File: config.mk
export PLATFORM = sky130hd
export DESIGN_NAME = muldiv_sequencer
export DESIGN_NICKNAME = d
export VERILOG_FILES = /design/src/rtl/muldiv_sequencer.sv
export SDC_FILE = /design/constraint.sdc
export NUM_CORES = 1
export LEC_CHECK = 0
export CORE_MARGIN = 5
export CORE_UTILIZATION = 45
export DETAILED_ROUTE_END_ITERATION = 16
export GPL_ROUTABILITY_DRIVEN = 0
export GPL_TIMING_DRIVEN = 0
export PLACE_DENSITY = 0.66
export RECOVER_POWER = 100
export SYNTH_ARGS = -nofsm -noshare
export SYNTH_HDL_FRONTEND = slang
export SYNTH_SLANG_ARGS = --single-unit
File: constraint.sdc
create_clock -name clk -period 3.7 [get_ports clk]
set_clock_uncertainty 0.15 [all_clocks]
set_input_delay 0.555 -clock clk [delete_from_list [all_inputs] [get_ports clk]]
set_output_delay 0.555 -clock clk [all_outputs]
set_load 0.05 [all_outputs]
File: src/rtl/muldiv_sequencer.sv
// muldiv_sequencer: iterative RV32M multiply/divide unit beside the EX-stage ALU.
// Shift-add multiply and restoring divide, one bit per cycle, on operand
// magnitudes; the sign is applied in a final fix-up cycle.
//
// Ports:
//   clk        system clock, rising edge
//   reset_n    asynchronous active-low reset
//   start      EX-stage instruction valid
//   aluop      control-unit op; M-group when aluop[4:3] == 2'b01
//   operand_a  rs1 (multiplicand / dividend)
//   operand_b  rs2 (multiplier / divisor)
//   flush      kills any operation in flight
//   stall      holds IF/ID/EX while the unit is busy (combinational)
//   done       one-cycle pulse, result valid
//   result     product half, quotient or remainder; held until next write
//
// Optional: define MULDIV_EARLY_OUT_EN to finish zero-operand cases in two cycles.
module muldiv_sequencer #(
  parameter int XLEN  = 32,
  parameter int CNT_W = $clog2(XLEN) + 1
) (
  input  logic            clk,
  input  logic            reset_n,
  input  logic            start,
  input  logic [4:0]      aluop,
  input  logic [XLEN-1:0] operand_a,
  input  logic [XLEN-1:0] operand_b,
  input  logic            flush,
  output logic            stall,
  output logic            done,
  output logic [XLEN-1:0] result
);

  typedef enum logic [2:0] {S_IDLE, S_CALC, S_FIX, S_FAST, S_DONE} state_t;

  localparam logic [XLEN-1:0] MIN_NEG = {1'b1, {(XLEN-1){1'b0}}};

  state_t           state;
  logic [2:0]       op;
  logic             neg_res;
  logic [XLEN-1:0]  mag_a, mag_b;
  logic [XLEN-1:0]  acc_hi, acc_lo;
  logic [CNT_W-1:0] cnt;

  function automatic logic [XLEN-1:0] abs_val(input logic signed [XLEN-1:0] v,
                                              input logic is_signed);
    // MIN_NEG maps onto itself, which is its correct unsigned magnitude.
    return (is_signed && v[XLEN-1]) ? (~v + XLEN'(1)) : v;
  endfunction

  function automatic logic [XLEN-1:0] neg_x(input logic [XLEN-1:0] v);
    return ~v + XLEN'(1);
  endfunction

  function automatic logic [2*XLEN-1:0] neg_2x(input logic [2*XLEN-1:0] v);
    return ~v + (2*XLEN)'(1);
  endfunction

  logic            is_m, accept, a_signed, b_signed, neg_in;
  logic            div_zero, div_ovf, early_zero, take_fast;
  logic [XLEN-1:0] a_mag_in, b_mag_in, fast_val;

  always_comb begin
    is_m     = (aluop[4:3] == 2'b01);
    accept   = start && is_m && !flush && (state == S_IDLE || state == S_DONE);
    stall    = accept || (!flush && (state == S_CALC || state == S_FIX || state == S_FAST));
    // MUL/MULH: both signed; MULHSU: a only; MULHU: none; DIV/REM: both; DIVU/REMU: none.
    a_signed = aluop[2] ? !aluop[0] : (aluop[1:0] != 2'b11);
    b_signed = aluop[2] ? !aluop[0] : !aluop[1];
    a_mag_in = abs_val(operand_a, a_signed);
    b_mag_in = abs_val(operand_b, b_signed);
    // Remainder takes the dividend's sign only; everything else XORs both signs.
    neg_in   = (a_signed && operand_a[XLEN-1]) ^
               (b_signed && operand_b[XLEN-1] && !(aluop[2] && aluop[1]));
    div_zero = aluop[2] && (operand_b == '0);
    div_ovf  = aluop[2] && !aluop[0] && (operand_a == MIN_NEG) && (operand_b == '1);
`ifdef MULDIV_EARLY_OUT_EN
    early_zero = aluop[2] ? (operand_a == '0) : (operand_a == '0 || operand_b == '0);
`else
    early_zero = 1'b0;
`endif
    take_fast = div_zero || div_ovf || early_zero;
    // Divide-by-zero outranks the early-out zero result.
    if (div_zero)     fast_val = aluop[1] ? operand_a : '1;
    else if (div_ovf) fast_val = aluop[1] ? '0 : MIN_NEG;
    else              fast_val = '0;
  end

  logic [XLEN:0]     mul_sum, rem_sh;
  logic [XLEN-1:0]   sub_val, div_res, fix_val;
  logic              sub_ok;
  logic [2*XLEN-1:0] prod_s;

  always_comb begin
    // Multiply: acc_hi accumulates, acc_lo holds the multiplier and collects product LSBs.
    mul_sum = {1'b0, acc_hi} + (acc_lo[0] ? {1'b0, mag_a} : '0);
    // Divide: acc_hi is the partial remainder, acc_lo shifts the dividend out and quotient in.
    rem_sh  = {acc_hi, acc_lo[XLEN-1]};
    sub_ok  = (rem_sh >= {1'b0, mag_b});
    // When sub_ok the difference is below the divisor, so the low XLEN bits are exact.
    sub_val = rem_sh[XLEN-1:0] - mag_b;
    prod_s  = neg_res ? neg_2x({acc_hi, acc_lo}) : {acc_hi, acc_lo};
    div_res = op[1] ? acc_hi : acc_lo;
    if (!op[2]) fix_val = (op[1:0] == 2'b00) ? prod_s[XLEN-1:0] : prod_s[2*XLEN-1:XLEN];
    else        fix_val = neg_res ? neg_x(div_res) : div_res;
  end

  always_ff @(posedge clk or negedge reset_n) begin
    if (!reset_n) begin
      state   <= S_IDLE;
      op      <= '0;
      neg_res <= 1'b0;
      mag_a   <= '0;
      mag_b   <= '0;
      acc_hi  <= '0;
      acc_lo  <= '0;
      cnt     <= '0;
      done    <= 1'b0;
      result  <= '0;
    end else begin
      done <= 1'b0;
      if (flush) begin
        state <= S_IDLE;
      end else begin
        case (state)
          S_IDLE, S_DONE: begin
            if (accept) begin
              op      <= aluop[2:0];
              mag_a   <= a_mag_in;
              mag_b   <= b_mag_in;
              neg_res <= neg_in;
              cnt     <= '0;
              acc_hi  <= '0;
              if (take_fast) begin
                acc_lo <= fast_val;
                state  <= S_FAST;
              end else begin
                acc_lo <= aluop[2] ? a_mag_in : b_mag_in;
                state  <= S_CALC;
              end
            end else begin
              state <= S_IDLE;
            end
          end
          S_CALC: begin
            if (!op[2]) begin
              acc_hi <= mul_sum[XLEN:1];
              acc_lo <= {mul_sum[0], acc_lo[XLEN-1:1]};
            end else if (sub_ok) begin
              acc_hi <= sub_val;
              acc_lo <= {acc_lo[XLEN-2:0], 1'b1};
            end else begin
              acc_hi <= rem_sh[XLEN-1:0];
              acc_lo <= {acc_lo[XLEN-2:0], 1'b0};
            end
            cnt <= cnt + CNT_W'(1);
            if (cnt == CNT_W'(XLEN - 1)) state <= S_FIX;
          end
          S_FIX: begin
            result <= fix_val;
            done   <= 1'b1;
            state  <= S_DONE;
          end
          S_FAST: begin
            result <= acc_lo;
            done   <= 1'b1;
            state  <= S_DONE;
          end
          default: state <= S_IDLE;
        endcase
      end
    end
  end

endmodule
Word level (Yosys, flattened, before mapping)
Cells that the tools add are included.
{"block": "totals", "regBits": 174, "inputBits": 73}
{"block": "op_classes", "addsub": 7, "order_cmp": 1, "n_eq_ne": 11, "mux": 34, "bitwise": 6, "n_reduce_logical": 31}
{"cell": "2-to-1 mux 32 bit", "n": 18}
{"cell": "one-hot mux 32 bit (2 select lines)", "n": 3}
{"cell": "NOT 32 bit", "n": 3}
{"cell": "adder 32 x 2 -> 32 bit, second input constant", "n": 2}
{"cell": "adder 64 x 1 -> 64 bit, second input constant", "n": 1}
{"cell": "equality test 32 bit, second input constant", "n": 2}
{"cell": "2-to-1 mux 64 bit", "n": 1}
{"cell": "NOT 64 bit", "n": 1}
{"cell": "adder 32 x 32 -> 33 bit", "n": 1}
{"cell": ">= comparator 33 x 32 -> 1 bit", "n": 1}
{"cell": "adder 32 x 1 -> 32 bit, second input constant", "n": 1}
{"cell": "logical NOT 32 bit", "n": 1}
{"cell": "subtractor 32 bit", "n": 1}
{"cell": "logical AND 1 bit", "n": 12}
{"cell": "one-hot mux 6 bit (2 select lines)", "n": 1}
{"cell": "2-to-1 mux 3 bit", "n": 3}
{"cell": "one-hot mux 3 bit (3 select lines)", "n": 1}
{"cell": "adder 6 x 1 -> 6 bit, second input constant", "n": 1}
{"cell": "equality test 3 x 2 -> 1 bit, second input constant", "n": 2}
{"cell": "equality test 6 x 5 -> 1 bit, second input constant", "n": 1}
{"cell": "2-to-1 mux 6 bit", "n": 1}
{"cell": "AND reduction 3 bit", "n": 2}
{"cell": "logical OR 1 bit", "n": 5}
{"cell": "2-to-1 mux 1 bit", "n": 5}
{"cell": "14 further kinds", "n": 20}

Depth between registers and ports, before layout
Gate-level depths: netlist of the first run.
{"block": "logic_depth", "word_depth": 9, "ltp_mapped": 15, "mapped_depth_nobuf": 13}

Least setup slack after synthesis of the first run
Ideal clock, no wire load.
{"block": "synth_path", "kind": "flip-flop to flip-flop", "start": "register op[1]", "end": "register result[28]", "arrival_ns": 3.613, "slack_ns": -0.189, "stages_incl_launch_ff": 15, "path_buffers": 5, "period_less_slack_ns": 3.889, "cell_sequence": "dfrtp_1 > buf_2 > buf_1 > buf_1 > buf_1 > clkbuf_1 > mux2i_1 > ha_1 > nand2_1 > nor4_1 > nand2_1 > o31ai_1 > xnor2_1 > o21ai_1 > a221o_1"}
{"block": "synth_between", "elab_chain_cells": 6, "word_cells_on_any_way": 8, "classes_between": "1 x add/sub; 5 x mux; 1 x bitwise; 1 x reduce/logical"}
{"element": "start, declared", "line": "39", "source": "logic [2:0] op;"}
{"element": "start signal, assigned", "line": "128", "source": "op <= aluop[2:0];"}
{"element": "2-to-1 mux 32 bit", "line": "103", "source": "div_res = op[1] ? acc_hi : acc_lo;"}
{"element": "NOT 32 bit", "line": "52", "source": "return ~v + XLEN'(1);"}
{"element": "adder 32 x 1 -> 32 bit", "line": "52"}
{"element": "2-to-1 mux 32 bit", "line": "105", "source": "else fix_val = neg_res ? neg_x(div_res) : div_res;"}
{"element": "2-to-1 mux 32 bit *", "line": "104", "source": "if (!op[2]) fix_val = (op[1:0] == 2'b00) ? prod_s[XLEN-1:0] : prod_s[2*XLEN-1:XLEN];"}
{"element": "one-hot mux 32 bit (2 select lines) *", "line": "125", "source": "case (state)"}
{"element": "end signal, assigned", "line": "160", "source": "result <= fix_val;"}
{"element": "end signal, assigned", "line": "165", "source": "result <= acc_lo;"}
{"element": "end, declared", "line": "31", "source": "output logic [XLEN-1:0] result"}
Mark *: on every way between the ends. The rest lies on a longest branch, timed or not.
A chain may end at the register's enable or synchronous reset.

Worst setup path in the final report of the first run
{"block": "layout_path", "start": "input port start", "end": "output port stall"}
{"block": "layout_between", "elab_chain_cells": 4}
{"element": "start, declared", "line": "24", "source": "input logic start,"}
{"element": "logical AND 1 bit (3 in series)", "line": "65", "source": "accept = start && is_m && !flush && (state == S_IDLE || state == S_DONE);"}
{"element": "logical OR 1 bit", "line": "66", "source": "stall = accept || (!flush && (state == S_CALC || state == S_FIX || state == S_FAST));"}
{"element": "end, declared", "line": "29", "source": "output logic stall,"}
No other way between the ends.

==> impl_metrics.yaml, run 1 <==
power_and_ir_drop:
  leakage_nw: 7.99
  total_power_mw: 15.0
  swShare_pct: 51.2
  powerDensity_nw_per_um2: 766
  peakVddDrop_mv: 0.345
  pwr-share-seq_pct: 21.2
  comb_power_share_pct: 65.6
  p_int_mw: 7.31
  p_sw_mw: 7.68
  clockPowerShare_pct: 13.2
worst_setup_path:
  cp_data_required_time_ns: 2.99
  worstSetupPathType: "input port to output pin"
  crit_path_end_kind: "output pin"
  critPathArrivalTime_ns: 3.01
  path_max_fanout: 15
  startpoint_type: "input port"
outcome:
  failed_checks: "max-capacitance violations, max-slew violations, negative setup slack"
  outcome: "finished with violations"
sta:
  min_period_over_period_pct: 100
  hold_violations: 0
  finalSetupViolCount: 1
  finalCriticalPeriod_ns: 3.71
  worst_slack_ns: -0.0105
  max-slew-margin-rel_pct: -58.2
  fmax_ghz: 0.270
  worst_slew_pin_slew_ns: 2.37
  timing_max_transition_violations_final: 89
drt:
  routed_wl_mm: 66.0
  drc: 0
  first_iter_violations: 2290
  wl_per_cell_microns: 23.8
  detail-route-antenna-nets: 0
  via_per_inst: 6.47
  drt_first_pass_iters: 5
  vias: 17900
yosys:
  synth-seq-cells: 174
  synthSimpleGateAreaFrac_pct: 20.3
  synth.most_common_cell: "o21ai_0"
  synth_compound_area_share_pct: 25.2
  synth.area.mux_share_pct: 7.12
  seq_area_frac_synth_pct: 25.9
  synth_edf_count: 0
  synthTopCellsByArea: "dfrtp_1 26%, o21ai_0 7.1%, mux2i_1 5.8%"
  synth_top_family_by_area: "compound AO/OA/AOI/OAI gates"
  synthTopCellsByCount: "238 x o21ai_0, 233 x nand2_1, 174 x dfrtp_1, 149 x a21oi_1, 130 x nor2_1"
  synth_top_area_cell: "dfrtp_1"
  synthAdderAreaFrac_pct: 5.45
  synthArstFlopShare_pct: 100
  ys_warn_count: 0
  syn_inst: 2166
  synth_top_area_share_pct: 25.9
  synth_cell_types: 89
  syn_nets: 2311
  syn_avg_cell_area_sq_um: 7.75
  synth_xor_area_share_pct: 10.4
  syn-cell-area_sq_um: 16800
  synth_ff_type: "dfrtp_1"
layout:
  syn_to_final_growth_pct: 16.6
  num-nets-final: 2439
  antenna-diode-count: 0
  nFillCells: 3519
  fin_util_pct: 53.3
  drive_gt1_share_pct: 8.07
cts:
  insertion_delay_ns: 0.45
  ctsRootBufferMaster: "clkbuf_16"
  clk_pin_slew_worst_paths_ns: 0.07
  numCtsBuffers: 17
  clock_sinks: 174
  cts_tree: "built"
  h-tree-depth: 4
  clk_path_buf_depth: 2
global_route:
  grt_pass1_wl_mm: 99.6
  grtUsageMet1_pct: 40.7
  grtUsageMet3_pct: 5.36
  grtUsageMet2_pct: 48.8
  grt_pass1_vias: 17200
  grt_max_degree: 90
  antenna_found_initial: 0
  overflow: 0
  grt_usage_pct: 30.8
  grt.busiest_layer: "met2"
worst_hold_path:
  min_path_type: "register to register"
die:
  ioPinCount: 107
  die-area_sq_um: 41300
  rows: 70
  start_util_pct: 45.8
  core_sq_um: 36700
  die_width_microns: 203
  die_y_microns: 203
place:
  port_buffers: 104
  hpwl_mm: 52.1
flow_run:
  maxCapViolations: 1
final cells by class:
| type | count | area [sq um] | area share [%] |
|---|---|---|---|
| Multi-Input combinational cell | 1758 | 11900 | 60.8 |
| Sequential cell | 174 | 4360 | 22.3 |
| Timing Repair Buffer | 123 | 1190 | 6.07 |
| Buffer | 149 | 656 | 3.35 |
| Tap cell | 468 | 586 | 2.99 |
| Clock buffer | 18 | 439 | 2.24 |
| Inverter | 71 | 267 | 1.36 |
| Clock inverter | 13 | 176 | 0.901 |
worst max-delay path, stage by stage:
cell           delay, ns
dlygate4sd3_1       0.52
nor4bb_4            0.44
nand2_4             0.25
clkbuf_4            0.34
clkbuf_4            0.30
o31ai_1             0.20
clkbuf_2            0.38
layout by cell type, fill, tap and decap left out, drive strengths merged, types with 11 or more instances in the layout:
cell and instances:
o21ai 242, nand4 21, clkdlybuf4s50 66, nor2 130, o221ai 12, or4 11
mux2 20, inv 76, and3 14, o41ai 14, nand3 55, o31ai 38
a211oi 18, dfrtp 174, ha 70, or3 43, buf 44, dlygate4sd3 36
nor4 16, a22o 11, a31oi 27, clkbuf 143, a21oi 149, and2 41
xnor2 99, xor2 101, a22oi 23, nand2b 22, nor2b 11, mux2i 97
nand2 233, a21o 32, o211ai 23, nor3 56
final timing paths:
check | start | slack (ns) | to | depth (start not counted)
max | start | -0.01 | stall | 7
min | mag_a[24]$_DFFE_PN0P_ | 0.33 | mag_a[24]$_DFFE_PN0P_ | 2
max reg2reg | op[1]$_DFFE_PN0P_ | 0.02 | result[1]$_DFFE_PN0P_ | 9
min reg2reg | mag_a[24]$_DFFE_PN0P_ | 0.33 | mag_a[24]$_DFFE_PN0P_ | 2
max in group asynchronous | reset_n | 0.61 | acc_hi[11]$_DFFE_PN0P_ | 2
min in group asynchronous | reset_n | 1.15 | result[2]$_DFFE_PN0P_ | 2
logic make-up after synthesis:
| group | Yosys count |
|---|---|
| XOR/XNOR | 200 |
| AND/OR/NAND/NOR | 691 |
| flip-flops | 174 |
| adder cells (fa/ha/maj) | 72 |
| AO/OA/AOI/OAI | 678 |
| multiplexers | 117 |
| buffers and inverters | 234 |
power groups by stage:
stage / combinational, mW / sequential, mW / clock (mW)
2_1_floorplan: 6.17 / 3.55 / 0
3_3_place_gp: 9.12 / 3.14 / 0
3_5_place_dp: 9.25 / 3.17 / 0
4_1_cts: 9.43 / 3.14 / 1.97
5_1_grt: 10.5 / 3.24 / 2.04
6_report: 9.83 / 3.18 / 1.98
registers in the layout, summed over array words and instances (netlist names):
register / cells
acc_hi: 32
acc_lo: 32
mag_a: 32
mag_b: 32
result: 32
cnt: 6
op: 3
state: 3
done: 1
neg_res: 1
metrics by stage:
stage          cells  hold slack, ns  setup WS (ns)  TNS, ns  instance area [sq um]
2_1_floorplan   2166           0.109         0.0927        0                  16800
3_3_place_gp    2738           0.312          -5.27  -968.58                  18400
3_5_place_dp    2739           0.322          -1.93   -61.10                  18500
4_1_cts         2778           0.336        -0.0166  -0.0218                  19300
5_1_grt         2774           0.363        -0.0150  -0.0239                  19600
6_report        2774           0.333        -0.0105  -0.0105                  19600
repair_timing:
item | CTS | global route
setup endpoints to repair | 97 | 63
gates resized for setup | 58 | 63
endpoints found under the hold margin | 13 | 0
hold buffers | 1 | 0
setup buffers | 11 | 6
pin swaps | 10 | 7
routing by layer:
layer | routed length (microns) | vias up
li1 | - | 8117
met1 | 26800 | 8466
met2 | 29200 | 1123
met3 | 6230 | 235
met4 | 3740 | 0
met5 | 0 | -
Note: power is estimated with default switching activity, not from simulation.
==> run 2, diff against run 1 <==
--- a/config.mk
+++ b/config.mk
@@ -7,8 +7,8 @@
 export LEC_CHECK = 0
 export CORE_MARGIN = 5
 export CORE_UTILIZATION = 45
+export CTS_BUF_LIST = sky130_fd_sc_hd__clkbuf_4 sky130_fd_sc_hd__clkbuf_8
 export DETAILED_ROUTE_END_ITERATION = 16
-export GPL_ROUTABILITY_DRIVEN = 0
 export GPL_TIMING_DRIVEN = 0
 export PLACE_DENSITY = 0.66
 export RECOVER_POWER = 100
==> run 2 against run 1 <==
  * The run ends with max-capacitance violations, max-slew violations left
  * Critical path depth is the same
  * First-iteration DRC count shrank 8.7%
  * Highest routed layer unchanged
  * Critical endpoint unchanged
  * Largest power group unchanged
  * Sequential share of layout area grew 0.13 points
==> impl_metrics.yaml, run 2 (synthesis gave the netlist of run 1 again) <==
drt:
  wl_met1_mm: 28.4
  highest_layer: "met4"
  dr_wl_met2_mm: 31.1
  via_per_inst: 6.35
  vias: 17600
  routed_wl_mm: 69.2
  detail-route-antenna-nets: 0
  wl_per_cell_microns: 24.9
  drc: 0
  wl_met3_mm: 5.75
  drt_first_pass_iters: 6
  first_iter_violations: 2091
power_and_ir_drop:
  pwr-share-seq_pct: 21.6
  powerDensity_nw_per_um2: 759
  clockPowerShare_pct: 10.9
  comb_power_share_pct: 67.5
  p_sw_mw: 7.80
  swShare_pct: 52.8
  total_power_mw: 14.8
  leakage_nw: 7.96
  peakVddDrop_mv: 0.327
  p_int_mw: 6.98
layout:
  design_area_sq_um: 19500
  layout_common_cells: "233 x o21ai_0, 229 x nand2_1, 165 x dfrtp_1"
  multi_input_area_sq_um: 11900
  drive_gt1_share_pct: 8.84
  syn_to_final_growth_pct: 16.0
  regArea_sq_um: 4370
  nFillCells: 3502
  final_common_cell: "o21ai_0"
  antenna-diode-count: 0
  fin_util_pct: 53.1
  num-nets-final: 2440
worst_setup_path:
  reg2reg_slack_ns: 0.09
  crit_path_end_kind: "output pin"
  cpMaxStageDelayCell: "dlygate4sd3_1"
  worstSetupPathType: "input port to output pin"
  critPathArrivalTime_ns: 2.97
  cp_data_required_time_ns: 2.99
  cp_cell_sequence: "dlygate4sd3_1 -> nor4bb_4 -> nand2_4 -> clkbuf_4 -> buf_2 -> o31ai_1 -> buf_2"
  crit_top_cell: "buf_2"
  path_max_fanout: 15
  startpoint_type: "input port"
  cpPeakStageDelay_ns: 0.52
global_route:
  overflow: 0
  grt_usage_pct: 32.4
  antenna_found_initial: 0
  grt_pass1_vias: 16800
  grt_pass1_wl_mm: 103
  grt_max_degree: 95
sta:
  worst_slew_pin_slew_ns: 2.52
  hold_violations: 0
  max-slew-margin-rel_pct: -68.1
  tns_ns: 0
  timing_max_transition_violations_final: 94
  worst_slack_ns: 0.0207
  fmax_ghz: 0.272
  rsz0062_at_grt: "true"
  min_period_over_period_pct: 99.4
  finalCriticalPeriod_ns: 3.68
  finalSetupViolCount: 0
cts:
  numCtsBuffers: 17
  clk_pin_slew_worst_paths_ns: 0.10
  h-tree-depth: 4
  insertion_delay_ns: 0.53
  clock_sinks: 174
  clk_path_buf_depth: 2
  ctsRootBufferMaster: "clkbuf_8"
  cts_tree: "built"
die:
  rows: 70
  core_sq_um: 36700
  start_util_pct: 45.8
  ioPinCount: 107
  die-area_sq_um: 41300
  die_width_microns: 203
  die_y_microns: 203
outcome:
  failed_checks: "max-capacitance violations, max-slew violations"
  outcome: "finished with violations"
worst_hold_path:
  min_path_type: "register to register"
place:
  hpwl_mm: 55.2
  dpl-instance-area_sq_um: 18500
  gp_congestion: 1.03
  post-place-ws_ns: -1.87
  port_buffers: 104
flow_run:
  maxCapViolations: 1
-- run 2: cell types whose count changed in the layout (fill, tap and decap cells not counted), moves of 3 or more --
| cell | before | now |
|---|---|---|
| nor3_2 | 2 | 5 |
| clkbuf_16 | 17 | 0 |
| clkbuf_2 | 7 | 11 |
| dfrtp_2 | 6 | 9 |
| dfrtp_1 | 168 | 165 |
| nor3_1 | 50 | 47 |
| clkbuf_8 | 2 | 18 |
| buf_8 | 1 | 4 |
| clkinv_4 | 3 | 0 |
-- run 2: per-stage QoR --
step	hold slack, ns	cells
after floorplan	0.109	2166
after global placement	0.307	2738
after detailed placement	0.316	2739
after CTS	0.336	2778
after global routing	0.352	2776
final	0.330	2776
-- run 2: repair_timing --
action                                  CTS  global route
setup buffers                             9             6
endpoints found under the hold margin    93             0
pin swaps                                 7            11
hold buffers                              1             0
endpoints found under the setup margin   96            74
gates resized for setup                  79            73
-- run 2: power by group through the flow --
stage / Sequential, mW / Clock [mW] / Combinational (mW)
after global routing: 3.25 / 1.69 / 10.7
after global placement: 3.16 / 0 / 9.35
final: 3.19 / 1.61 / 9.99
after detailed placement: 3.19 / 0 / 9.43
after CTS: 3.15 / 1.61 / 9.67
after floorplan: 3.55 / 0 / 6.17
-- run 2: worst max-delay path: cells and delay by family --
family	cells	cell delay (ns)
AO/OA/AOI/OAI	1	0.21
buffers and inverters	4	1.53
AND/OR/NAND/NOR	2	0.67
-- run 2: metal layers --
layer,vias up,GRT usage [%]
met5,-,0
met4,0,15.7
met2,960,52.2
met1,8370,43.4
met3,206,3.94
li1,8095,-
-- run 2: path summary, 6_finish.rpt --
| path | start | endpoint | depth (start not counted) |
|---|---|---|---|
| max | start | stall | 7 |
| min | mag_a[24]$_DFFE_PN0P_ | mag_a[24]$_DFFE_PN0P_ | 2 |
| max reg2reg | acc_lo[0]$_DFFE_PN0P_ | acc_hi[30]$_DFFE_PN0P_ | 13 |
| min reg2reg | mag_a[24]$_DFFE_PN0P_ | mag_a[24]$_DFFE_PN0P_ | 2 |
| max in group asynchronous | reset_n | acc_hi[25]$_DFFE_PN0P_ | 2 |
| min in group asynchronous | reset_n | result[11]$_DFFE_PN0P_ | 2 |
-- run 2: area by class of cell --
cell class,count,area share (%)
Multi-Input combinational cell,1758,61.3
Sequential cell,174,22.4
Timing Repair Buffer,121,6.01
Buffer,152,3.63
Tap cell,468,3.01
Inverter,71,1.37
Clock buffer,18,1.27
Clock inverter,14,1.04
